## src/rtl/lc3_pipe_ctrl.sv

```systemverilog
// lc3_pipe_ctrl: LC3 pipeline stage sequencing, data-memory access FSM, branch redirect and ALU hazard handling.
// Build option LC3_CTRL_BYPASS_EN: forward ALU results to operands instead of stalling on a RAW hazard.
module lc3_pipe_ctrl #(
    parameter int MEM_TIMEOUT = 15
) (
    input  logic        clock,
    input  logic        reset,
    input  logic [15:0] IR,
    input  logic [15:0] IR_Exec,
    input  logic [2:0]  psr,
    input  logic        complete_instr,
    input  logic        complete_data,
    output logic        enable_fetch,
    output logic        enable_decode,
    output logic        enable_execute,
    output logic        enable_writeback,
    output logic        enable_updatePC,
    output logic        br_taken,
    output logic [1:0]  mem_state,
    output logic        bypass_alu_1,
    output logic        bypass_alu_2,
    output logic        mem_timeout
);
    typedef enum logic [1:0] {
        MS_READ  = 2'd0,
        MS_IND   = 2'd1,
        MS_WRITE = 2'd2,
        MS_IDLE  = 2'd3
    } mem_state_t;

    localparam logic [3:0] OP_BR  = 4'b0000, OP_ADD = 4'b0001, OP_LD  = 4'b0010,
                           OP_ST  = 4'b0011, OP_AND = 4'b0101, OP_LDR = 4'b0110,
                           OP_STR = 4'b0111, OP_NOT = 4'b1001, OP_LDI = 4'b1010,
                           OP_STI = 4'b1011, OP_JMP = 4'b1100;
    localparam logic [2:0] FILL_DONE = 3'd4;

    logic [3:0] op_id, op_ex;
    logic       alu_id, alu_ex, ctrl_id, hz1, hz2;
    logic       unused_ir_bits;

    assign op_id   = IR[15:12];
    assign op_ex   = IR_Exec[15:12];
    assign alu_id  = (op_id == OP_ADD) || (op_id == OP_AND) || (op_id == OP_NOT);
    assign alu_ex  = (op_ex == OP_ADD) || (op_ex == OP_AND) || (op_ex == OP_NOT);
    assign ctrl_id = (op_id == OP_BR) || (op_id == OP_JMP);
    assign unused_ir_bits = ^{IR[11:9], IR[4:3], IR_Exec[8:0]};

    // SR1 always a register source; SR2 only in register mode (NOT has no SR2)
    assign hz1 = alu_id && alu_ex && (IR[8:6] == IR_Exec[11:9]);
    assign hz2 = alu_id && alu_ex && (op_id != OP_NOT) && !IR[5] && (IR[2:0] == IR_Exec[11:9]);

`ifdef LC3_CTRL_BYPASS_EN
    assign bypass_alu_1 = hz1;
    assign bypass_alu_2 = hz2;
`else
    logic hazard, stall_q, stall_d;
    assign hazard       = hz1 || hz2;
    assign bypass_alu_1 = 1'b0;
    assign bypass_alu_2 = 1'b0;
`endif

    mem_state_t state_q, state_d;
    logic [3:0] wait_q, wait_d;
    logic       ind_load_q, ind_load_d, timeout_d;
    logic [2:0] fill_q, fill_d, drain_q, drain_d;
    logic       fe_d, de_d, ex_d, wb_d, up_d, br_d;

    assign mem_state = state_q;

    // Memory FSM; the indirect op's direction is latched so IR_Exec may move on
    always_comb begin
        state_d    = state_q;
        wait_d     = wait_q;
        ind_load_d = ind_load_q;
        timeout_d  = mem_timeout;
        case (state_q)
            MS_IDLE: if (complete_data) begin
                if (op_ex == OP_LD || op_ex == OP_LDR) begin
                    state_d = MS_READ;
                end else if (op_ex == OP_LDI || op_ex == OP_STI) begin
                    state_d    = MS_IND;
                    ind_load_d = (op_ex == OP_LDI);
                end else if (op_ex == OP_ST || op_ex == OP_STR) begin
                    state_d = MS_WRITE;
                end
            end
            MS_IND:  if (complete_data) state_d = ind_load_q ? MS_READ : MS_WRITE;
            default: if (complete_data) state_d = MS_IDLE;
        endcase
        if (state_q != MS_IDLE) begin
            if (complete_data) begin
                wait_d = 4'd0;
            end else if (wait_q == 4'(MEM_TIMEOUT - 1)) begin
                state_d   = MS_IDLE;
                wait_d    = 4'd0;
                timeout_d = 1'b1;
            end else begin
                wait_d = wait_q + 4'd1;
            end
        end
    end

    // Stage enables: memory access > fill > control drain > decode CTRL > hazard stall > run
    always_comb begin
        fe_d    = 1'b0;
        de_d    = 1'b0;
        ex_d    = 1'b0;
        wb_d    = 1'b0;
        up_d    = 1'b0;
        br_d    = 1'b0;
        fill_d  = (fill_q != FILL_DONE && complete_instr) ? fill_q + 3'd1 : fill_q;
        drain_d = 3'd0;
`ifndef LC3_CTRL_BYPASS_EN
        stall_d = 1'b0;
`endif
        if (state_d != MS_IDLE) begin
            wb_d    = (state_d == MS_READ);
            drain_d = drain_q;
        end else if (fill_q != FILL_DONE) begin
            fe_d = (fill_d >= 3'd1);
            up_d = (fill_d >= 3'd1);
            de_d = (fill_d >= 3'd2);
            ex_d = (fill_d >= 3'd3);
            wb_d = (fill_d >= 3'd4);
        end else if (drain_q != 3'd0) begin
            wb_d    = 1'b1;
            drain_d = (drain_q == 3'd4) ? 3'd0 : drain_q + 3'd1;
            case (drain_d)
                3'd2: begin
                    up_d = 1'b1;
                    br_d = (op_ex == OP_JMP) || (op_ex == OP_BR && |(IR_Exec[11:9] & psr));
                end
                3'd3: begin
                    fe_d = 1'b1;
                    up_d = 1'b1;
                end
                3'd4: begin
                    fe_d = 1'b1;
                    de_d = 1'b1;
                    up_d = 1'b1;
                end
                default: begin
                    fe_d = 1'b1;
                    de_d = 1'b1;
                    ex_d = 1'b1;
                    up_d = 1'b1;
                end
            endcase
        end else if (ctrl_id) begin
            drain_d = 3'd1;
            ex_d    = 1'b1;
            wb_d    = 1'b1;
`ifndef LC3_CTRL_BYPASS_EN
        end else if (hazard && !stall_q) begin
            stall_d = 1'b1;
            wb_d    = 1'b1;
`endif
        end else begin
            fe_d = 1'b1;
            de_d = 1'b1;
            ex_d = 1'b1;
            wb_d = 1'b1;
            up_d = 1'b1;
        end
        if (!complete_instr) begin
            fe_d = 1'b0;
            de_d = 1'b0;
            ex_d = 1'b0;
            up_d = 1'b0;
        end
    end

    always_ff @(posedge clock or posedge reset) begin
        if (reset) begin
            state_q          <= MS_IDLE;
            wait_q           <= 4'd0;
            ind_load_q       <= 1'b0;
            mem_timeout      <= 1'b0;
            fill_q           <= 3'd0;
            drain_q          <= 3'd0;
            enable_fetch     <= 1'b0;
            enable_decode    <= 1'b0;
            enable_execute   <= 1'b0;
            enable_writeback <= 1'b0;
            enable_updatePC  <= 1'b0;
            br_taken         <= 1'b0;
`ifndef LC3_CTRL_BYPASS_EN
            stall_q          <= 1'b0;
`endif
        end else begin
            state_q          <= state_d;
            wait_q           <= wait_d;
            ind_load_q       <= ind_load_d;
            mem_timeout      <= timeout_d;
            fill_q           <= fill_d;
            drain_q          <= drain_d;
            enable_fetch     <= fe_d;
            enable_decode    <= de_d;
            enable_execute   <= ex_d;
            enable_writeback <= wb_d;
            enable_updatePC  <= up_d;
            br_taken         <= br_d;
`ifndef LC3_CTRL_BYPASS_EN
            stall_q          <= stall_d;
`endif
        end
    end
endmodule

```

## config.mk

```make
export PLATFORM = sky130hd
export DESIGN_NAME = lc3_pipe_ctrl
export DESIGN_NICKNAME = d
export VERILOG_FILES = /design/src/rtl/lc3_pipe_ctrl.sv
export SDC_FILE = /design/constraint.sdc
export NUM_CORES = 1
export LEC_CHECK = 0
export ABC_AREA = 1
export CAP_MARGIN = 0
export CORE_AREA = 5 5 75 77
export CTS_BUF_LIST = sky130_fd_sc_hd__clkbuf_8
export DETAILED_ROUTE_END_ITERATION = 16
export DIE_AREA = 0 0 80 82
export PLACE_DENSITY_LB_ADDON = 0.15
export SYNTH_ARGS = -nofsm -noshare
export SYNTH_HDL_FRONTEND = slang
export SYNTH_SLANG_ARGS = --single-unit
export TNS_END_PERCENT = 30
```

## constraint.sdc

```tcl
create_clock -name clock -period 3.3 [get_ports clock]
set_clock_uncertainty 0.15 [all_clocks]
set_input_delay 0.495 -clock clock [delete_from_list [all_inputs] [get_ports clock]]
set_output_delay 0.495 -clock clock [all_outputs]
set_load 0.005 [all_outputs]
```

## Word-level counts from Yosys, hierarchy flattened

Cells that the tools add are included.

| storage, ports and cells | value |
|---|---|
| input bits | 39 |
| output and inout port bits | 11 |
| register bits after elaboration | 21 |

| cells by class | value |
|---|---|
| muxes and demuxes | 51 |
| bitwise gates (word level) | 3 |
| $add $sub $neg | 3 |
| magnitude comparators | 4 |
| reduce and logical (&&, ||, !) cells | 29 |
| equality and inequality tests | 27 |

Operators with widths:

| operator | count |
|---|---|
| $mux 1 | 34 |
| $eq 4x4->1 const B | 7 |
| $mux 2 | 10 |
| $eq 4x3->1 const B | 4 |
| $mux 3 | 4 |
| $logic_or 1x1->1 | 10 |
| $eq 4x1->1 const B | 2 |
| $eq 4x2->1 const B | 2 |
| $logic_and 1x1->1 | 8 |
| $logic_not 4->1 | 2 |
| $mux 4 | 2 |
| $add 3x1->3 const B | 2 |
| $eq 3x2->1 const B | 2 |
| $eq 3x3->1 | 2 |
| $eq 3x3->1 const B | 2 |
| $ge 3x2->1 const B | 2 |
| $reduce_or 3->1 | 2 |
| $add 4x1->4 const B | 1 |
| $ne 2x2->1 const B | 2 |
| $ne 4x4->1 const B | 1 |
| $pmux 2 s2 | 1 |
| $reduce_and 4->1 | 1 |
| $and 3x3->3 | 1 |
| $ge 3x1->1 const B | 1 |
| other kinds (10) | 12 |

## Longest topological paths before layout

Gate-level depths: netlist of the first run.

| logic depth | value |
|---|---|
| word-level depth | 15 |
| gate-level depth with buffers | 11 |
| gate-level depth less buffers | 11 |

## Worst setup path after synthesis of the first run

OpenSTA, ideal clock, no wires.

| timing | value |
|---|---|
| path type | register to register |
| start | register drain_q[0] |
| end | register enable_decode |
| slack | 1740 ps |
| setup time | 119 ps |
| path buffers | 0 |
| data required time | 3031 ps |
| stages on the path, launching flop included | 12 |
| arrival | 1291 ps |
| path through | dfrtp_1 > inv_1 > ha_1 > inv_1 > nor2_2 > nand2_1 > inv_1 > nand2_1 > nor2_1 > nand2_1 > nand4_2 > nor2_1 |

| on the way | value |
|---|---|
| word-level cells in the longest chain between the ends | 9 |
| elaborated cells between the ends (all ways) | 12 |
| those cells by class | add/sub (1); eq/ne (3); mux (6); reduce/logical (2) |

Ends and longest elaborated chain:

| what | line | source |
|---|---|---|
| from (decl) | 65 | `logic [2:0] fill_q, fill_d, drain_q, drain_d;` |
| from (signal assigned) | 196 | `drain_q <= drain_d;` |
| $add 3x1->3 or $eq 3x3->1 (tied branches) | 127 | `drain_d = (drain_q == 3'd4) ? 3'd0 : drain_q + 3'd1;` |
| $mux 3 | 127 |  |
| $eq 3x2->1 | 128 | `case (drain_d)` |
| $reduce_or 2->1 (no line) | n/a |  |
| $mux 1 | 128 |  |
| $mux 1 (*) | 125 | `end else if (drain_q != 3'd0) begin` |
| $mux 1 (*) | 119 | `end else if (fill_q != FILL_DONE) begin` |
| $mux 1 (*) | 116 | `if (state_d != MS_IDLE) begin` |
| $mux 1 (*) | 165 | `if (!complete_instr) begin` |
| net de_d | 66 | `logic fe_d, de_d, ex_d, wb_d, up_d, br_d;` |
| to (signal assigned) | 182 | `enable_decode <= 1'b0;` |
| to (signal assigned) | 198 | `enable_decode <= de_d;` |
| to (decl) | 14 | `output logic enable_decode,` |

The timed path passes the listed nets; every way through them passes the cells marked *.
A chain may end at the register's enable or synchronous reset.

## Worst setup path in the final report of the first run

| timing | value |
|---|---|
| start | register state_q[0], in the netlist mem_state[0] |
| end | output mem_state[0] |

RTL lines:

| what | line | source |
|---|---|---|
| from (decl) | 62 | `mem_state_t state_q, state_d;` |
| from (signal assigned) | 191 | `state_q <= state_d;` |
| to (decl) | 19 | `output logic [1:0] mem_state,` |

No word-level cell between the ends.

==> results.toml, run 1 <==
[logic_synthesis]
muxShareOfSynthArea_pct = 0
yosys_register_bits = 21
synth_compound_area_share_pct = 6.84
synth.distinct_cells = 26
synth-simple-area-share_pct = 35.6
synth_xor_area_share_pct = 3.02
synth-adder-area-share_pct = 7.11
synth.cell_area_um2 = 1410
synth.yosys.warnings = 0
syn_avg_cell_area_um2 = 7.18
syn_inst = 196
synth_top_family_by_area = "simple AND/OR/NAND/NOR gates"
seq_area_frac_synth_pct = 37.5

[detailed_routing]
first_pass_iters = 4
drt-vias-per-instance = 4.10
drcViolationCount = 0
drt_wl_total_mm = 3.15
vias = 1239
post_drt_wl_per_cell_um = 10.4
drt_iter0_drc = 24
drt.antenna.violating_nets = 0

[setup_path]
arrival_ns = 1.39
worstPathCellList = "clkdlybuf4s50_1"
end_kind = "output port"
slowest_delay_ns = 0.61
crit_path_max_fanout = 8
cp.required_ns = 2.65
crit_family = "flip-flops"
crit_buf_inv = 1
worstSetupPathType = "reg -> out"
start_kind = "register"
crit_slowest_cell = "dfstp_2"

[pwr]
p_leak_nw = 0.937
ir_drop_uv = 153
power_w = 0.000920
power.density_nw_per_um2 = 495

[place]
globalplace.congestion = 0.754
hpwl_mm = 2.51
io_buffer_count = 33

[die]
die_y_um = 82
rows = 26
start_util_pct = 28.5
die_w_um = 80
core_area_um2 = 4940
dieArea_um2 = 6560
io_pins = 50

[timing]
period_share_pct = 61.8
setup_viol = 0
drv_slew = 0
fmax_mhz = 491
fin_setup_tns_ns = 0
slew-limit-headroom_pct = 47.0
rsz0062_at_grt = "false"
finalCriticalPeriod_ns = 2.04
tightest_slew_ns = 0.794
finalHoldViolations = 0

[grt]
grt_use_total_pct = 10.3
antenna_found_initial = 0
grt_max_degree = 22
grt_pass1_vias = 1220
grt_pass1_wl_mm = 5.31
grt_overflow = 0

[worst_hold_path]
min_path_type = "reg -> reg"

[cts]
clkSlewWorstSetupHoldPaths_ns = 0.08
numCtsBuffers = 3
cts_resized = 0
htree_levels = 1
cts_hold_buf = 0
root_buffer = "clkbuf_8"
cts_sinks = 21
clock_latency_ns = 0.26
post-cts-setup-buffers = 0
clock_path_buffers = 2
tritoncts = "done"

[finish]
nNetsFinal = 280
mostFrequentLayoutCell = "nand2_1"
fillers = 551
multiInputGateArea_um2 = 748
diodes = 0
layout-drive-gt1-share_pct = 7.33
layout_common_cells = "nand2_1 (56), clkdlybuf4s50_1 (33), inv_1 (32), dfrtp_1 (19), nor2_1 (18)"
regArea_um2 = 528
syn2layout_area_growth_pct = 32.2

[job]
maxCapViolCount = 0

[status]
status = "complete, no violations"
[stage by stage]
stage | hold slack, ns | area [µm²] | cells | utilization, % | setup WS [ns]
floorplan | 0.308 | 1410 | 197 | - | 1.74
global placement | 0.299 | 1810 | 298 | 36.7 | 1.23
detailed placement | 0.305 | 1810 | 298 | 36.7 | 1.21
CTS | 0.327 | 1860 | 302 | 37.6 | 1.24
global route | 0.367 | 1860 | 302 | 37.6 | 1.21
finish | 0.316 | 1860 | 302 | 37.6 | 1.26
[synth_stat cells (all sizes together)]
| master | count | share of area [%] |
|---|---|---|
| xor2 | 2 | 1.8 |
| ha | 8 | 7.1 |
| o21ai | 12 | 4.5 |
| nand3 | 17 | 6.0 |
| dfrtp | 19 | 34 |
| xnor2 | 2 | 1.2 |
| nand2 | 62 | 18 |
| o21bai | 1 | 0.53 |
| nand4 | 3 | 1.8 |
| or2 | 1 | 0.44 |
| a21oi | 5 | 1.8 |
| nor3 | 2 | 0.71 |
| and3 | 1 | 0.44 |
| dfstp | 2 | 3.7 |
| buf | 2 | 1.1 |
| conb | 1 | 0.27 |
| inv | 32 | 8.5 |
| nor2 | 19 | 5.2 |
| nand3b | 5 | 2.7 |
[layout make-up]
| type | count | area share, % |
|---|---|---|
| flip-flops and latches | 21 | 28.4 |
| clock inverters | 1 | 0.269 |
| repair buffers | 33 | 17.8 |
| inverters | 32 | 6.46 |
| clock buffers | 3 | 2.22 |
| multi-input cells | 142 | 40.2 |
| well taps | 70 | 4.71 |
[registers in the layout, indices dropped and copies added, names as in the netlist]
name,cells
wait_q,4
drain_q,3
fill_q,3
mem_state,2
br_taken,1
enable_decode,1
enable_execute,1
enable_fetch,1
enable_updatePC,1
enable_writeback,1
ind_load_q,1
mem_timeout,1
stall_q,1
[report_power, final]
part / total (W) / switching (W) / internal, W / leakage (nW)
logic: 0.000370 / 0.000200 / 0.000170 / 0.644
clock network: 0.000172 / 0.0000879 / 0.0000842 / 0.0255
registers: 0.000378 / 0.0000523 / 0.000326 / 0.267
total: 0.000920 / 0.000340 / 0.000580 / 0.937
[logic make-up (layout without fill, tap and decap cells)]
family,Yosys count,in the layout
xor gates and xnor gates,4,4
DFF,21,21
AOI/OAI and AO/OA,18,18
other,1,2
adders and majority gates,8,8
buffers and inverters,34,69
and+or+nand+nor,110,110
[layer usage]
layer	global-route usage [%]	wire length, µm	up-vias
li1	-	-	675
met1	12.1	1440	540
met2	18.8	1550	20
met3	1.75	97	4
met4	3.55	53	0
met5	0	0	-
[final timing paths]
check / startpoint / to / slack (ns) / cells past startpoint
worst max-delay path: mem_state[0] / mem_state[0] / 1.26 / 1
worst min-delay path: mem_timeout / mem_timeout / 0.32 / 2
worst max register to register: drain_q[0] / enable_updatePC / 1.51 / 11
worst min register to register: mem_timeout / mem_timeout / 0.32 / 2
max in group asynchronous: reset / ind_load_q / 1.97 / 2
min in group asynchronous: reset / enable_decode / 0.53 / 2
Power figures use the tool's default switching activity.
==> run 2: changes to the inputs <==
- clock period: 3.3 -> 2.05 ns (I/O delays scaled with it)
==> results.toml, run 2 (synthesized netlist as in run 1, its figures left out) <==
[timing]
fin_setup_tns_ns = 0
holdWs_ns = 0.234
rsz0062_at_grt = "false"
fmax_mhz = 543
setup_viol = 0
period_share_pct = 89.9
finalHoldViolations = 0
drv_slew = 0
finalCriticalPeriod_ns = 1.84

[cts]
root_buffer = "clkbuf_8"
clock_path_buffers = 2
clkSlewWorstSetupHoldPaths_ns = 0.08
clock_latency_ns = 0.26
post-cts-setup-buffers = 0
cts_sinks = 21
numCtsBuffers = 3
htree_levels = 1
tritoncts = "done"
cts_hold_buf = 0
cts_resized = 0

[die]
die_w_um = 80
core_area_um2 = 4940
start_util_pct = 28.5
rows = 26
io_pins = 50
die_y_um = 82
dieArea_um2 = 6560

[finish]
largest_reg_flops = 4
top_regs = "wait_q x4, drain_q x3, fill_q x3"
diodes = 0
layout-drive-gt1-share_pct = 7.73
nNetsFinal = 281
mostFrequentLayoutCell = "nand2_1"
regArea_um2 = 528
fillers = 550
largest_register = "wait_q"
multiInputGateArea_um2 = 748
layout_common_cells = "nand2_1 (56), clkdlybuf4s50_1 (33), inv_1 (32), dfrtp_1 (19), nor2_1 (18)"
syn2layout_area_growth_pct = 32.7

[setup_path]
slowest_delay_ns = 0.61
end_kind = "output port"
crit_buf_inv = 1
start_kind = "register"
worstPathCellList = "clkdlybuf4s50_1"
crit_family = "flip-flops"
arrival_ns = 1.38
crit_slowest_cell = "dfstp_2"
crit_path_max_fanout = 8
worstSetupPathType = "reg -> out"
cp.required_ns = 1.59

[detailed_routing]
drt.antenna.violating_nets = 0
first_pass_iters = 4
drt-vias-per-instance = 4.06
drcViolationCount = 0
drt_wl_total_mm = 3.10
drt_iter0_drc = 58
post_drt_wl_per_cell_um = 10.2
vias = 1231

[pwr]
p_leak_nw = 0.941
power.density_nw_per_um2 = 790
ir_drop_uv = 270

[job]
maxCapViolCount = 0

[grt]
grt_overflow = 0
antenna_found_initial = 0
grt_pass1_wl_mm = 5.35
grt_use_total_pct = 10.3
grt_max_degree = 22
grt_pass1_vias = 1182

[place]
globalplace.congestion = 0.741
io_buffer_count = 33
hpwl_mm = 2.56

[status]
status = "complete, no violations"

[worst_hold_path]
min_path_type = "in -> async"
-- run 2: cell types whose count changed in the layout (fill, tap and decap cells not counted), sizes merged --
cell,previous run,this run
buf,0,1
-- run 2: through the flow --
step                      power, W  util [%]  cell area, µm²  std cells  worst slack (ns)
final                      0.00148      37.8            1870        303             0.208
after CTS                  0.00151      37.8            1870        303             0.197
after global placement     0.00123      36.8            1820        299             0.163
after global routing       0.00163      37.8            1870        303            0.0902
after floorplan           0.000991         -            1410        197             0.490
after detailed placement   0.00123      36.8            1820        299             0.139
-- run 2: path summary, 6_finish.rpt --
| path | cells after the start | to | start | slack [ns] |
|---|---|---|---|---|
| hold reg to reg | 2 | mem_timeout | mem_timeout | 0.31 |
| setup reg to reg | 11 | enable_updatePC | drain_q[0] | 0.29 |
| max in group asynchronous | 3 | mem_state[0] | reset | 1.24 |
| hold / removal | 3 | enable_writeback | reset | 0.23 |
| setup / recovery | 1 | mem_state[0] | mem_state[0] | 0.21 |
| min in group clock | 2 | mem_timeout | mem_timeout | 0.31 |
-- run 2: final cells by class --
class / count / share of cell area, %
clock buffers: 3 / 2.21
clock inverters: 1 / 0.268
inverters: 32 / 6.43
multi-input cells: 142 / 40.1
flip-flops and latches: 21 / 28.3
well taps: 70 / 4.69
repair buffers: 34 / 18.1
-- run 2: metal layers --
metal / wire length, µm / vias to the layer above / GRT usage (%)
met5: 0 / - / 0
met4: 34 / 0 / 3.55
met3: 86 / 2 / 1.21
met2: 1550 / 16 / 17.8
met1: 1430 / 533 / 13.4
li1: - / 680 / -
-- run 2: power breakdown --
part / switching (W) / internal [W]
logic: 0.000320 / 0.000276
registers: 0.0000834 / 0.000524
clock network: 0.000136 / 0.000135
-- run 2: worst reg2reg max path, stage by stage, from the launching register on --
cell	delay, ns
dfrtp_1	0.42
inv_1	0.12
ha_1	0.19
inv_1	0.06
nor2_2	0.15
nand2_1	0.07
inv_1	0.07
nand2_1	0.05
nor2_1	0.08
nand2_1	0.11
nand4_2	0.14
nor2_1	0.06
